===== config.mk =====
export PLATFORM = sky130hd
export DESIGN_NAME = ebr_arbiter
export DESIGN_NICKNAME = d
export VERILOG_FILES = /design/src/rtl/ebr_arbiter.sv
export SDC_FILE = /design/constraint.sdc
export NUM_CORES = 1
export LEC_CHECK = 0
export BUFFER_PORTS_ARGS = -buffer_cell sky130_fd_sc_hd__buf_2
export CAP_MARGIN = 20
export CORE_AREA = 5 5 74 76
export CTS_BUF_LIST = sky130_fd_sc_hd__clkbuf_8
export CTS_CLUSTER_SIZE = 25
export DETAILED_ROUTE_END_ITERATION = 12
export DIE_AREA = 0 0 79 81
export PLACE_DENSITY_LB_ADDON = 0.3
export SYNTH_ARGS = -nofsm -noshare
export SYNTH_HDL_FRONTEND = slang
export SYNTH_SLANG_ARGS = --single-unit

===== constraint.sdc =====
create_clock -name clk -period 1.5 [get_ports clk]
set_input_delay 0.15 -clock clk [delete_from_list [all_inputs] [get_ports clk]]
set_output_delay 0.15 -clock clk [all_outputs]
set_load 0.1 [all_outputs]

===== src/rtl/ebr_arbiter.sv =====
// Two-requester read/write scheduler in front of a 256x16 EBR_B block RAM.
// Define EBR_ARB_RAW_STALL_EN to stall a read that collides with a granted write.
module ebr_arbiter #(
    parameter int ADDR_W = 8,
    parameter int DATA_W = 16
) (
    input  logic              clk,
    input  logic              rst,
    input  logic              a_valid,
    input  logic              a_we,
    input  logic [ADDR_W-1:0] a_addr,
    input  logic [DATA_W-1:0] a_wdata,
    input  logic [DATA_W-1:0] a_mask_n,
    output logic              a_ready,
    output logic              a_rvalid,
    output logic [DATA_W-1:0] a_rdata,
    input  logic              b_valid,
    input  logic              b_we,
    input  logic [ADDR_W-1:0] b_addr,
    input  logic [DATA_W-1:0] b_wdata,
    input  logic [DATA_W-1:0] b_mask_n,
    output logic              b_ready,
    output logic              b_rvalid,
    output logic [DATA_W-1:0] b_rdata,
    output logic [10:0]       ebr_raddr,
    output logic [10:0]       ebr_waddr,
    output logic [DATA_W-1:0] ebr_wdata,
    output logic [DATA_W-1:0] ebr_mask_n,
    output logic              ebr_re,
    output logic              ebr_rclke,
    output logic              ebr_we,
    output logic              ebr_wclke,
    input  logic [DATA_W-1:0] ebr_rdata
);

    typedef enum logic {SEL_A = 1'b0, SEL_B = 1'b1} sel_t;

    sel_t rd_ptr;
    sel_t wr_ptr;
    logic a_own;
    logic b_own;

    logic a_rd_req, b_rd_req, a_wr_req, b_wr_req;
    logic a_rd_cand, b_rd_cand;
    logic a_rd_gnt, b_rd_gnt, a_wr_gnt, b_wr_gnt;
    logic wr_gnt;
    logic [ADDR_W-1:0] wr_addr;

    always_comb begin
        a_rd_req = a_valid & ~a_we & ~rst;
        b_rd_req = b_valid & ~b_we & ~rst;
        a_wr_req = a_valid &  a_we & ~rst;
        b_wr_req = b_valid &  b_we & ~rst;

        a_wr_gnt = a_wr_req & (~b_wr_req | (wr_ptr == SEL_A));
        b_wr_gnt = b_wr_req & (~a_wr_req | (wr_ptr == SEL_B));
        wr_gnt   = a_wr_gnt | b_wr_gnt;
        wr_addr  = a_wr_gnt ? a_addr : b_addr;

`ifdef EBR_ARB_RAW_STALL_EN
        // A read hitting the address being written this cycle sits out so it sees the new data.
        a_rd_cand = a_rd_req & ~(wr_gnt & (wr_addr == a_addr));
        b_rd_cand = b_rd_req & ~(wr_gnt & (wr_addr == b_addr));
`else
        a_rd_cand = a_rd_req;
        b_rd_cand = b_rd_req;
`endif

        a_rd_gnt = a_rd_cand & (~b_rd_cand | (rd_ptr == SEL_A));
        b_rd_gnt = b_rd_cand & (~a_rd_cand | (rd_ptr == SEL_B));

        a_ready = a_rd_gnt | a_wr_gnt;
        b_ready = b_rd_gnt | b_wr_gnt;
    end

    always_comb begin
        ebr_raddr  = '0;
        ebr_waddr  = '0;
        ebr_wdata  = '0;
        ebr_mask_n = '0;
        ebr_re     = a_rd_gnt | b_rd_gnt;
        ebr_we     = wr_gnt;
        if (a_rd_gnt) begin
            ebr_raddr[ADDR_W-1:0] = a_addr;
        end else if (b_rd_gnt) begin
            ebr_raddr[ADDR_W-1:0] = b_addr;
        end
        if (a_wr_gnt) begin
            ebr_waddr[ADDR_W-1:0] = a_addr;
            ebr_wdata             = a_wdata;
            ebr_mask_n            = a_mask_n;
        end else if (b_wr_gnt) begin
            ebr_waddr[ADDR_W-1:0] = b_addr;
            ebr_wdata             = b_wdata;
            ebr_mask_n            = b_mask_n;
        end
        ebr_rclke = ebr_re;
        ebr_wclke = ebr_we;
    end

    // Pointer moves to the loser only when both requesters competed.
    always_ff @(posedge clk) begin
        if (rst) begin
            rd_ptr <= SEL_A;
            wr_ptr <= SEL_A;
            a_own  <= 1'b0;
            b_own  <= 1'b0;
        end else begin
            if (a_rd_cand & b_rd_cand) begin
                rd_ptr <= a_rd_gnt ? SEL_B : SEL_A;
            end
            if (a_wr_req & b_wr_req) begin
                wr_ptr <= a_wr_gnt ? SEL_B : SEL_A;
            end
            a_own <= a_rd_gnt;
            b_own <= b_rd_gnt;
        end
    end

    always_comb begin
        a_rvalid = a_own;
        b_rvalid = b_own;
        a_rdata  = a_own ? ebr_rdata : '0;
        b_rdata  = b_own ? ebr_rdata : '0;
    end

endmodule

# Yosys cells after proc, flatten, opt, wreduce, memory -nomap -nowiden
# Index checks and enable logic that the tools add are counted.
# totals
regBits	4
inputBits	102
output_inout_bits	94
# op_classes
muxes	12
n_bitwise	31
# op_table
op	count
two-way mux 16 bit	6
two-way mux 8 bit	4
AND 1 bit	14
NOT 1 bit	9
OR 1 bit	8
two-way mux 1 bit	2

# Depth between registers and ports, before layout
# depth
depth_word	8
ltp_mapped	4
depth_no_buf	3

# Worst setup path before layout
# Ideal clock, no wire load.
# synth_timing
path_type	input -> output
from	input port rst
to	output port ebr_re
t_arrival_ns	2.507
required_ns	1.350
setup_slack_ns	-1.157
stages	4
cell_sequence	buf_4 -> clkbuf_1 -> a21oi_1 -> buf_4
# synth_via
elab_chain_len	6
elab_cells_between_ends	10
# synth_rtl
element	line	source
start: declaration	8	input logic rst,
NOT 1 bit (*)	50, 51	
AND 1 bit, on equally long branches	51, 50	
NOT 1 bit, on equally long branches	69, 70	
OR 1 bit, on equally long branches	69, 70	
AND 1 bit, on equally long branches	69, 70	
OR 1 bit (*)	81	ebr_re = a_rd_gnt | b_rd_gnt;
end: declaration	29	output logic ebr_re,
# Mark *: on every way between the ends. The rest lies on a longest branch, timed or not.

# Worst setup path in the final report
# layout_timing
from	register wr_ptr
to	output port ebr_mask_n[1]
# layout_via
elab_chain_len	4
elab_cells_between_ends	7
# layout_rtl
element	line	source
start: declaration	39	sel_t wr_ptr;
start signal: assignment	113	wr_ptr <= a_wr_gnt ? SEL_B : SEL_A;
OR 1 bit or NOT 1 bit (tied branches)	56, 55	
AND 1 bit or OR 1 bit (tied branches)	56, 55	
two-way mux 16 bit or AND 1 bit (tied branches)	92, 55	
two-way mux 16 bit (*)	88	if (a_wr_gnt) begin
end: declaration	28	output logic [DATA_W-1:0] ebr_mask_n,
# Marks and branches as above.

==> results.toml <==
[synthesis]
synth_most_common_cell = "and2_1"
synth-seq-area-share_pct = 7.143
yosysTopAreaCell = "and2_1"
syn_area_per_cell_sq_um = 7.732
synthTopCellsByCount = "and2_1 (32), nand2b_1 (18), a22o_1 (16), a22o_2 (16), o22ai_1 (16)"
syn_area_sq_um = 1121
synthFlopType = "dfxtp_1"
synthArstFlopShare_pct = 0
yosys_warnings = 0
synth.area.top_cells = "and2_1 (18%), a22o_2 (14%), a22o_1 (13%)"
synth_edf_count = 0
synth_cell_types = 21
syn_inst = 145
synth_top_area_share_pct = 17.86
synth-seq-cells = 4

[clock_network]
cts_buffer_depth = 2
cts.sinks = 4
clockRootBuffer = "clkbuf_8"
cts_tree = "yes"
htree_levels = 1
hold_buffers = 0
clk_latency_ps = 220
clkTransAtPathRegs_ps = 30
cts_made_buffers = 3

[critical_path]
r2r_start = "wr_ptr$_SDFFE_PP0P_"
cp_slowest_cell = "dfxtp_4"
required_ps = 1350
cp_max_fo = 8
crit_end = "ebr_mask_n[1]"
arrival_ps = 1560
crit_chain = "inv_4, a311oi_4, buf_4, clkbuf_16, a22o_2, buf_12"
timing.rr.end = "wr_ptr$_SDFFE_PP0P_"
max_stage_delay_ps = 360
critPathLaunch = "wr_ptr$_SDFFE_PP0P_"
reg2reg_depth = 3
rrSetupSlack_ps = 370
path_class = "flop to output pin"
endpoint_kind = "output pin"
start_kind = "flop"

[job]
cap_violations = 0

[route]
drt_iter0_markers = 66
drtPass1Iterations = 4
wl_met2_um = 4845
wirelength_um = 8356
wl_met3_um = 679
ant_nets = 0
wl_per_cell_um = 20.58
top_layer_used = "met4"
drc = 0
num_vias = 2037
viasPerCell = 5.017
routedLengthMet1_um = 2653

[global_routing]
grt_overflow = 0
antenna_found_initial = 0
grt_pass1_wl_um = 12100
grt_pass1_vias = 2297
grt_max_degree = 18
grt_use_total_pct = 24.20

[power_and_ir_drop]
comb_power_share_pct = 82.9
p_leak_nw = 1.845
powerDensity_nw_per_um2 = 530.4
ir_drop_mv = 0.3232
power_frac_clock_pct = 11.3
p_switching_mw = 1.178
sw_frac_of_total_pct = 56.33
p_int_mw = 0.9131
power_frac_seq_pct = 5.7

[timing]
timing.fmax_mhz = 586.3
report.final.hold_viol_count = 0
rsz0062_at_grt = "yes"
hold_ws_ps = 417.3
post-route-period-util_pct = 113.7
finalSetupViolCount = 42
slew_viol_final = 0
period_needed_ps = 1706
fin_skew_ps = 0.3734
fin_ws_ps = -205.6

[layout]
final_design_area_no_fill_sq_um = 3943
multi_input_area_sq_um = 1423
drive_gt1_share_pct = 88.92
regArea_sq_um = 90.09
syn_to_final_growth_pct = 251.7
antenna_cells = 0
fin_util_pct = 84.59
nets = 455
fill_cells = 245

[floorplan]
die_y_um = 81
fp.coreArea_sq_um = 4661
fp.dieArea_sq_um = 6399
io_pins = 196
start_util_pct = 24.05
fp-row-count = 25
die_x_um = 79

[placement]
placed_area_sq_um = 3470
gp_congestion = 0.7474
io_buffers = 189
post-dp-hpwl_um = 6048
pre_cts_ws_ps = -133.5

[hold_path]
hold_class = "input port to flop"
hold_depth = 3

[run_status]
status = "finished, violations left"
violations = "negative setup slack"
-- cells by family (layout without fill, tap and decap cells) --
family | after synthesis | count (layout) | share of synthesized area (%)
flip-flops | 4 | 4 | 7.143
AO/OA/AOI/OAI | 60 | 60 | 45.09
other | 1 | 6 | 0.3345
buffers and inverters | 21 | 223 | 14.06
AND/OR/NAND/NOR | 59 | 59 | 33.37
-- layer usage --
metal | global-route usage, % | vias up
met1 | 22.85 | 951
met5 | 0 | -
met3 | 6.652 | 16
met4 | 9.622 | 0
met2 | 48.82 | 123
li1 | - | 947
-- per-stage QoR --
step	total power, mW	std cells	TNS [ps]
3_5_place_dp	1.737	388	-1560
4_1_cts	2.078	405	-7574
3_3_place_gp	1.718	388	-699.1
6_report	2.091	406	-6138
2_1_floorplan	1.192	150	-3014
5_1_grt	2.162	406	-8436
-- worst max-delay path: cells and delay by family, from the launching register on --
family,cells,cell delay [ps]
AOI/OAI and AO/OA,2,390
buffers and inverters,4,570
DFF,1,360
-- registers in the layout, indices dropped and copies added (netlist names) --
name and count:
a_rvalid 1, wr_ptr 1, rd_ptr 1, b_rvalid 1
-- power groups by stage --
stage               registers (mW)  logic (mW)  clock network, mW
global route                 0.121        1.79              0.255
finish                       0.120        1.73              0.237
detailed placement           0.122        1.62                  0
CTS                          0.119        1.72              0.243
floorplan                    0.131        1.06                  0
global placement             0.121        1.60                  0
-- worst min path at each step --
stage	startpoint	endpoint	slack, ps
2_1_floorplan	b_we	wr_ptr$_SDFFE_PP0P_	470
3_3_place_gp	wr_ptr$_SDFFE_PP0P_	wr_ptr$_SDFFE_PP0P_	510
3_5_place_dp	wr_ptr$_SDFFE_PP0P_	wr_ptr$_SDFFE_PP0P_	530
4_1_cts	rst	wr_ptr$_SDFFE_PP0P_	400
5_1_grt	rst	rd_ptr$_SDFFE_PP0P_	440
6_report	rst	a_rvalid$_SDFF_PP0_	420
-- final cells by class --
class / count / area share, %
Clock inverter: 1 / 0.09521
Inverter: 2 / 0.2539
Sequential cell: 4 / 2.285
Clock buffer: 3 / 1.047
Timing Repair Buffer: 217 / 58.52
Multi-Input combinational cell: 125 / 36.08
Tap cell: 54 / 1.714
-- layout by cell type (no fill, tap or decap) --
master and instances:
and2_2 18, nand3_2 1, inv_1 2, clkbuf_16 2, o21ai_0 2, buf_4 13, buf_16 2, a311oi_4 1
a22o_4 20, nor3b_4 1, nand3_4 1, nor2_1 2, buf_6 4, or3_1 2, clkbuf_8 3, nand2b_1 18
bufbuf_16 1, dfxtp_4 2, o22ai_4 16, and2_4 9, a22o_2 12, buf_2 125, buf_12 70, a21oi_1 2
inv_4 1, a21oi_4 2, conb_1 6, and2_1 5, o21bai_4 5, dfxtp_2 2, nand2_2 2
-- repair_timing --
item / CTS / global route
setup buffers: 10 / 0
pin swaps: 28 / 2
setup endpoints to repair: 50 / 42
gates resized for setup: 29 / 5
gates cloned: 4 / 2
(Power assumes the default switching activity.)
